--- src/rtl/uart_cmd_parser_pkg.sv ---
// Shared definitions for the UART command parser: framing constants, reply defaults and FSM states.
package uart_cmd_parser_pkg;

  localparam int unsigned ARG_BIT   = 6;
  localparam int unsigned ARG_BYTES = 4;

  localparam logic [7:0] ACK_DEFAULT = 8'h06;
  localparam logic [7:0] NAK_DEFAULT = 8'h15;

  typedef enum logic [1:0] {
    ST_IDLE,
    ST_ARG,
    ST_ISSUE
  } state_e;

  function automatic logic has_arg(input logic [7:0] op);
    return op[ARG_BIT];
  endfunction

endpackage

--- src/rtl/uart_reply_slot.sv ---
// One-entry ACK/NAK reply buffer feeding the UART transmitter; NAK dominates when replies collide.
module uart_reply_slot
  import uart_cmd_parser_pkg::*;
#(
  parameter logic [7:0] ACK_BYTE = ACK_DEFAULT,
  parameter logic [7:0] NAK_BYTE = NAK_DEFAULT
) (
  input  logic       clk,
  input  logic       resetn,
  input  logic       push_ack,
  input  logic       push_nak,
  input  logic       tx_busy,
  output logic       tx_en,
  output logic [7:0] tx_data
);

  logic       full_q, full_d;
  logic       nak_q, nak_d;
  logic       tx_en_q, tx_en_d;
  logic [7:0] tx_data_q, tx_data_d;
  logic       pop;

  always_comb begin
    pop       = full_q & ~tx_busy;
    tx_en_d   = pop;
    tx_data_d = tx_data_q;
    full_d    = full_q & ~pop;
    nak_d     = nak_q;
    if (pop) tx_data_d = nak_q ? NAK_BYTE : ACK_BYTE;
    // A reply arriving in the cycle the slot drains starts a fresh entry.
    if (push_ack | push_nak) begin
      nak_d  = full_d ? (nak_q | push_nak) : push_nak;
      full_d = 1'b1;
    end
  end

  always_ff @(posedge clk or negedge resetn) begin
    if (!resetn) begin
      full_q    <= 1'b0;
      nak_q     <= 1'b0;
      tx_en_q   <= 1'b0;
      tx_data_q <= '0;
    end else begin
      full_q    <= full_d;
      nak_q     <= nak_d;
      tx_en_q   <= tx_en_d;
      tx_data_q <= tx_data_d;
    end
  end

  assign tx_en   = tx_en_q;
  assign tx_data = tx_data_q;

endmodule

--- src/rtl/uart_cmd_parser.sv ---
// Framed UART command decoder: opcode plus optional 32-bit LE argument, valid/ready to the
// controller, ACK/NAK reply, inter-byte timeout and overrun detection.
module uart_cmd_parser
  import uart_cmd_parser_pkg::*;
#(
  parameter int unsigned CLK_HZ         = 27000000,
  parameter int unsigned TIMEOUT_CYCLES = CLK_HZ / 100,
  parameter logic [7:0]  ACK_BYTE       = ACK_DEFAULT,
  parameter logic [7:0]  NAK_BYTE       = NAK_DEFAULT
) (
  input  logic        clk,
  input  logic        resetn,
  input  logic        rx_valid,
  input  logic [7:0]  rx_data,
  input  logic        rx_break,
  output logic        cmd_valid,
  input  logic        cmd_ready,
  output logic [7:0]  cmd_opcode,
  output logic [31:0] cmd_arg,
  output logic        tx_en,
  output logic [7:0]  tx_data,
  input  logic        tx_busy,
  output logic [7:0]  err_count
);

  localparam int unsigned    TW            = $clog2(TIMEOUT_CYCLES + 1);
  localparam logic [TW-1:0]  TIMEOUT_LIMIT = TW'(TIMEOUT_CYCLES);

  state_e        state_q, state_d;
  logic [7:0]    opcode_q, opcode_d;
  logic [31:0]   arg_q, arg_d;
  logic [1:0]    byte_idx_q, byte_idx_d;
  logic [TW-1:0] timer_q, timer_d;
  logic [7:0]    err_count_q, err_count_d;
  logic          push_ack, push_nak, decode;

  always_comb begin
    state_d     = state_q;
    opcode_d    = opcode_q;
    arg_d       = arg_q;
    byte_idx_d  = byte_idx_q;
    timer_d     = timer_q;
    err_count_d = err_count_q;
    push_ack    = 1'b0;
    push_nak    = 1'b0;
    decode      = 1'b0;

    case (state_q)
      ST_IDLE: decode = rx_valid;
      ST_ARG: begin
        timer_d = timer_q + TW'(1);
        if (rx_break) begin
          state_d = ST_IDLE;
        end else if (rx_valid) begin
          arg_d[8*byte_idx_q +: 8] = rx_data;
          timer_d    = '0;
          byte_idx_d = byte_idx_q + 2'd1;
          if (byte_idx_q == 2'(ARG_BYTES - 1)) state_d = ST_ISSUE;
        end else if (timer_q == TIMEOUT_LIMIT) begin
          push_nak = 1'b1;
          state_d  = ST_IDLE;
        end
      end
      ST_ISSUE: begin
        if (cmd_ready) begin
          push_ack = 1'b1;
          state_d  = ST_IDLE;
          decode   = rx_valid;
        end else if (rx_valid) begin
          push_nak = 1'b1;
        end
      end
      default: state_d = ST_IDLE;
    endcase

    // A byte accepted alongside the handshake starts the next frame directly.
    if (decode) begin
      opcode_d   = rx_data;
      arg_d      = '0;
      byte_idx_d = '0;
      timer_d    = '0;
      state_d    = has_arg(rx_data) ? ST_ARG : ST_ISSUE;
    end

    if (state_d != ST_ARG) timer_d = '0;
    if (push_nak && err_count_q != 8'hFF) err_count_d = err_count_q + 8'd1;
  end

  always_ff @(posedge clk or negedge resetn) begin
    if (!resetn) begin
      state_q     <= ST_IDLE;
      opcode_q    <= '0;
      arg_q       <= '0;
      byte_idx_q  <= '0;
      timer_q     <= '0;
      err_count_q <= '0;
    end else begin
      state_q     <= state_d;
      opcode_q    <= opcode_d;
      arg_q       <= arg_d;
      byte_idx_q  <= byte_idx_d;
      timer_q     <= timer_d;
      err_count_q <= err_count_d;
    end
  end

  assign cmd_valid  = (state_q == ST_ISSUE);
  assign cmd_opcode = opcode_q;
  assign cmd_arg    = arg_q;
  assign err_count  = err_count_q;

  uart_reply_slot #(
    .ACK_BYTE(ACK_BYTE),
    .NAK_BYTE(NAK_BYTE)
  ) u_reply_slot (
    .clk     (clk),
    .resetn  (resetn),
    .push_ack(push_ack),
    .push_nak(push_nak),
    .tx_busy (tx_busy),
    .tx_en   (tx_en),
    .tx_data (tx_data)
  );

endmodule

--- config.mk ---
export PLATFORM = sky130hd
export DESIGN_NAME = uart_cmd_parser
export DESIGN_NICKNAME = d
export VERILOG_FILES = /design/src/rtl/uart_cmd_parser_pkg.sv /design/src/rtl/uart_reply_slot.sv /design/src/rtl/uart_cmd_parser.sv
export SDC_FILE = /design/constraint.sdc
export NUM_CORES = 1
export LEC_CHECK = 0
export CORE_MARGIN = 2
export CORE_UTILIZATION = 56
export DETAILED_ROUTE_END_ITERATION = 12
export PLACE_DENSITY = 0.85
export SETUP_SLACK_MARGIN = 0.4
export SYNTH_ARGS = -nofsm -noshare
export SYNTH_HDL_FRONTEND = slang
export SYNTH_HIERARCHICAL = 1
export SYNTH_SLANG_ARGS = --single-unit
--- constraint.sdc ---
create_clock -name clk -period 2.9 [get_ports clk]
set_input_delay 0.58 -clock clk [delete_from_list [all_inputs] [get_ports clk]]
set_output_delay 0.58 -clock clk [all_outputs]
set_load 0.005 [all_outputs]
==> metrics.yaml <==
drive_gt1_frac: 0.0826
relSlewSlack: 0.362
min_period_ns: 2.33
gr-total-overflow: 0
r2r_setup_slack_ns: 0.57
synth_edf_count: 0
wl_per_cell_um: 17.0
multi_input_area_um2: 1670
final_common_cell: "dfrtp_1"
routed_wl_um: 8730
final_cell_mix: "77 x dfrtp_1, 66 x clkdlybuf4s50_1, 42 x nand2_1"
clkPwrFrac: 0.212
final-max-slew-violation-count: 0
viasPerCell: 6.05
postCtsSetupBuffers: 0
tightest_slew_ns: 0.958
dieArea_um2: 7320
setup_viol: 0
drc_errors: 0
htree_levels: 3
end_kind: "flip-flop"
ys_ff_latch: 77
final_antenna_net_count: 0
io_buffer_count: 67
io_pins: 72
vias: 3104
ys_seq_area_frac: 0.517
drv_cap: 0
layout.nets: 458
cts.sinks: 77
root_buffer: "clkbuf_8"
clkSlewWorstSetupHoldPaths_ns: 0.09
cts_hold_buffers: 0
power_switching_mw: 1.25
start_util: 0.583
cts_made_buffers: 9
clk_latency_ns: 0.35
clk_path_buf_depth: 2
fillerInstances: 488
postSynthCellCount: 359
crit_path_start: "state_q[0]$_DFF_PN0_"
use_met1: 0.328
place.gp.congestion: 0.891
grt_util_all_layers: 0.250
syn-cell-area_um2: 3720
p_int_mw: 2.25
worstReg2RegStart: "state_q[0]$_DFF_PN0_"
status: "complete, no violations"
rsz0062_at_grt: "no"
crit_end: "cmd_arg[14]$_DFFE_PN0P_"
power.density_nw_per_um2: 755
min_path_type: "primary input to async pin"
grt_pass1_wl_um: 14400
antenna_found_initial: 0
required_ns: 3.19
synth_area_per_cell_um2: 10.4
dp_hpwl_um: 6280
finalCritPeriodShare: 0.803
die_y_um: 85.6
cp-start-kind: "flip-flop"
setup_tns_ns: 0
cts_tree: "done"
first_pass_iters: 4
coreArea_um2: 6390
grt_max_degree: 78
comb_power_share: 0.369
seq_area_um2: 1930
drt_iter0_markers: 195
worstSetupPathType: "flip-flop to flip-flop"
clock-skew-final_ns: 0.0111
rows: 29
share_seq_of_total_power: 0.419
max_freq_mhz: 430
area.growth.synth_to_final_pct: 24.8
synth_ff_type: "dfrtp_1"
cp.arrival_ns: 2.61
ys_warn_count: 6
crit_fanout: 8
p_leak_nw: 2.07
n_antenna_cell: 0
r2r_cells: 7
r2r_end: "cmd_arg[14]$_DFFE_PN0P_"
die_x_um: 85.6
first_global_vias: 3015
ir_drop_uv: 468
sw_frac_of_total: 0.357
hold_viol: 0
fin_util: 0.728
met3_usage: 0.0433
async_flop_share: 1.00
synth.distinct_cells: 49
globalRouteMet2Util: 0.424
grt_busiest_layer: "met2"
==> sequential cells by signal, indices dropped and copies added, names as in the netlist <==
signal                flops
byte_idx_q                2
timer_q                  19
u_reply_slot/nak_q        1
cmd_arg                  32
cmd_opcode                8
u_reply_slot/tx_data      3
err_count                 8
state_q                   2
u_reply_slot/tx_en        1
u_reply_slot/full_q       1
==> cell type report <==
type / instances / area share
Sequential cell: 77 / 0.415
Clock buffer: 9 / 0.0266
Clock inverter: 7 / 0.0118
Timing Repair Buffer: 74 / 0.155
Tap cell: 77 / 0.0207
Inverter: 14 / 0.0113
Multi-Input combinational cell: 255 / 0.360
==> timing repair <==
item / 4_1_cts / 5_1_grt
endpoints found under the hold margin: 0 / 0
gates resized for setup: 0 / 1
setup endpoints to repair: 0 / 2
==> routing by layer <==
metal	part of all wire	wire (um)	up-vias
met5	0	0	-
met4	0.015	128	0
met1	0.43	3780	1587
li1	-	-	1430
met2	0.52	4510	76
met3	0.034	299	11
==> synthesized netlist by cell type (5+ instances only) <==
library cell | n | area (um2)
o21ai_0 | 16 | 80.1
xor2_1 | 6 | 52.6
buf_4 | 5 | 37.5
dfrtp_1 | 77 | 1930
a21oi_1 | 17 | 85.1
nand3_1 | 16 | 80.1
clkbuf_1 | 7 | 26.3
nand4_1 | 7 | 43.8
a22o_1 | 32 | 280
ha_1 | 13 | 163
nand2_1 | 42 | 158
nor2_1 | 26 | 97.6
nor3_1 | 6 | 30.0
and2_1 | 5 | 31.3
nor2b_1 | 5 | 31.3
inv_1 | 14 | 52.6
a31oi_1 | 8 | 50.1
==> power by group through the flow <==
stage | clock network, mW | logic [mW] | registers [mW]
global placement | 0 | 1.24 | 1.48
global route | 0.794 | 1.42 | 1.50
detailed placement | 0 | 1.29 | 1.48
floorplan | 0 | 0.658 | 1.47
CTS | 0.757 | 1.29 | 1.47
finish | 0.743 | 1.29 | 1.47
==> stage by stage <==
stage | setup slack (ns) | power, mW | area (um2) | hold slack (ns) | cells
2_1_floorplan | 0.896 | 2.13 | 3740 | 0.284 | 362
3_3_place_gp | 0.432 | 2.72 | 4460 | 0.450 | 497
3_5_place_dp | 0.359 | 2.77 | 4460 | 0.461 | 497
4_1_cts | 0.570 | 3.52 | 4640 | 0.403 | 513
5_1_grt | 0.411 | 3.71 | 4650 | 0.447 | 513
6_report | 0.572 | 3.51 | 4650 | 0.357 | 513
==> how the worst min path moves through the flow <==
stage	start	endpoint	slack [ns]	cells past startpoint
2_1_floorplan	resetn	byte_idx_q[0]$_DFFE_PN0P_	0.28	0
3_3_place_gp	u_reply_slot/tx_data[2]$_DFFE_PN0P_	u_reply_slot/tx_data[2]$_DFFE_PN0P_	0.45	1
3_5_place_dp	cmd_opcode[1]$_DFFE_PN0P_	cmd_opcode[1]$_DFFE_PN0P_	0.46	2
4_1_cts	resetn	cmd_opcode[0]$_DFFE_PN0P_	0.40	1
5_1_grt	resetn	cmd_opcode[0]$_DFFE_PN0P_	0.45	1
6_report	resetn	cmd_opcode[0]$_DFFE_PN0P_	0.36	1
==> worst max-delay path, stage by stage (launching register included) <==
cell and delay (ns):
dfrtp_1 0.48, inv_1 0.14, ha_1 0.24, a21o_1 0.18, o221a_2 0.27, nand2_1 0.21, nor3_2 0.54, a22o_1 0.21
==> logic make-up after synthesis <==
| family | Yosys count | synth area share |
|---|---|---|
| compound gates | 86 | 0.164 |
| xor+xnor | 6 | 0.0141 |
| fa+ha+maj | 13 | 0.0437 |
| buf+inv | 30 | 0.0383 |
| flops | 77 | 0.517 |
| mux | 5 | 0.0151 |
| other cells | 1 | 0.00101 |
| simple gates | 141 | 0.206 |
Power figures use the tool's default switching activity.
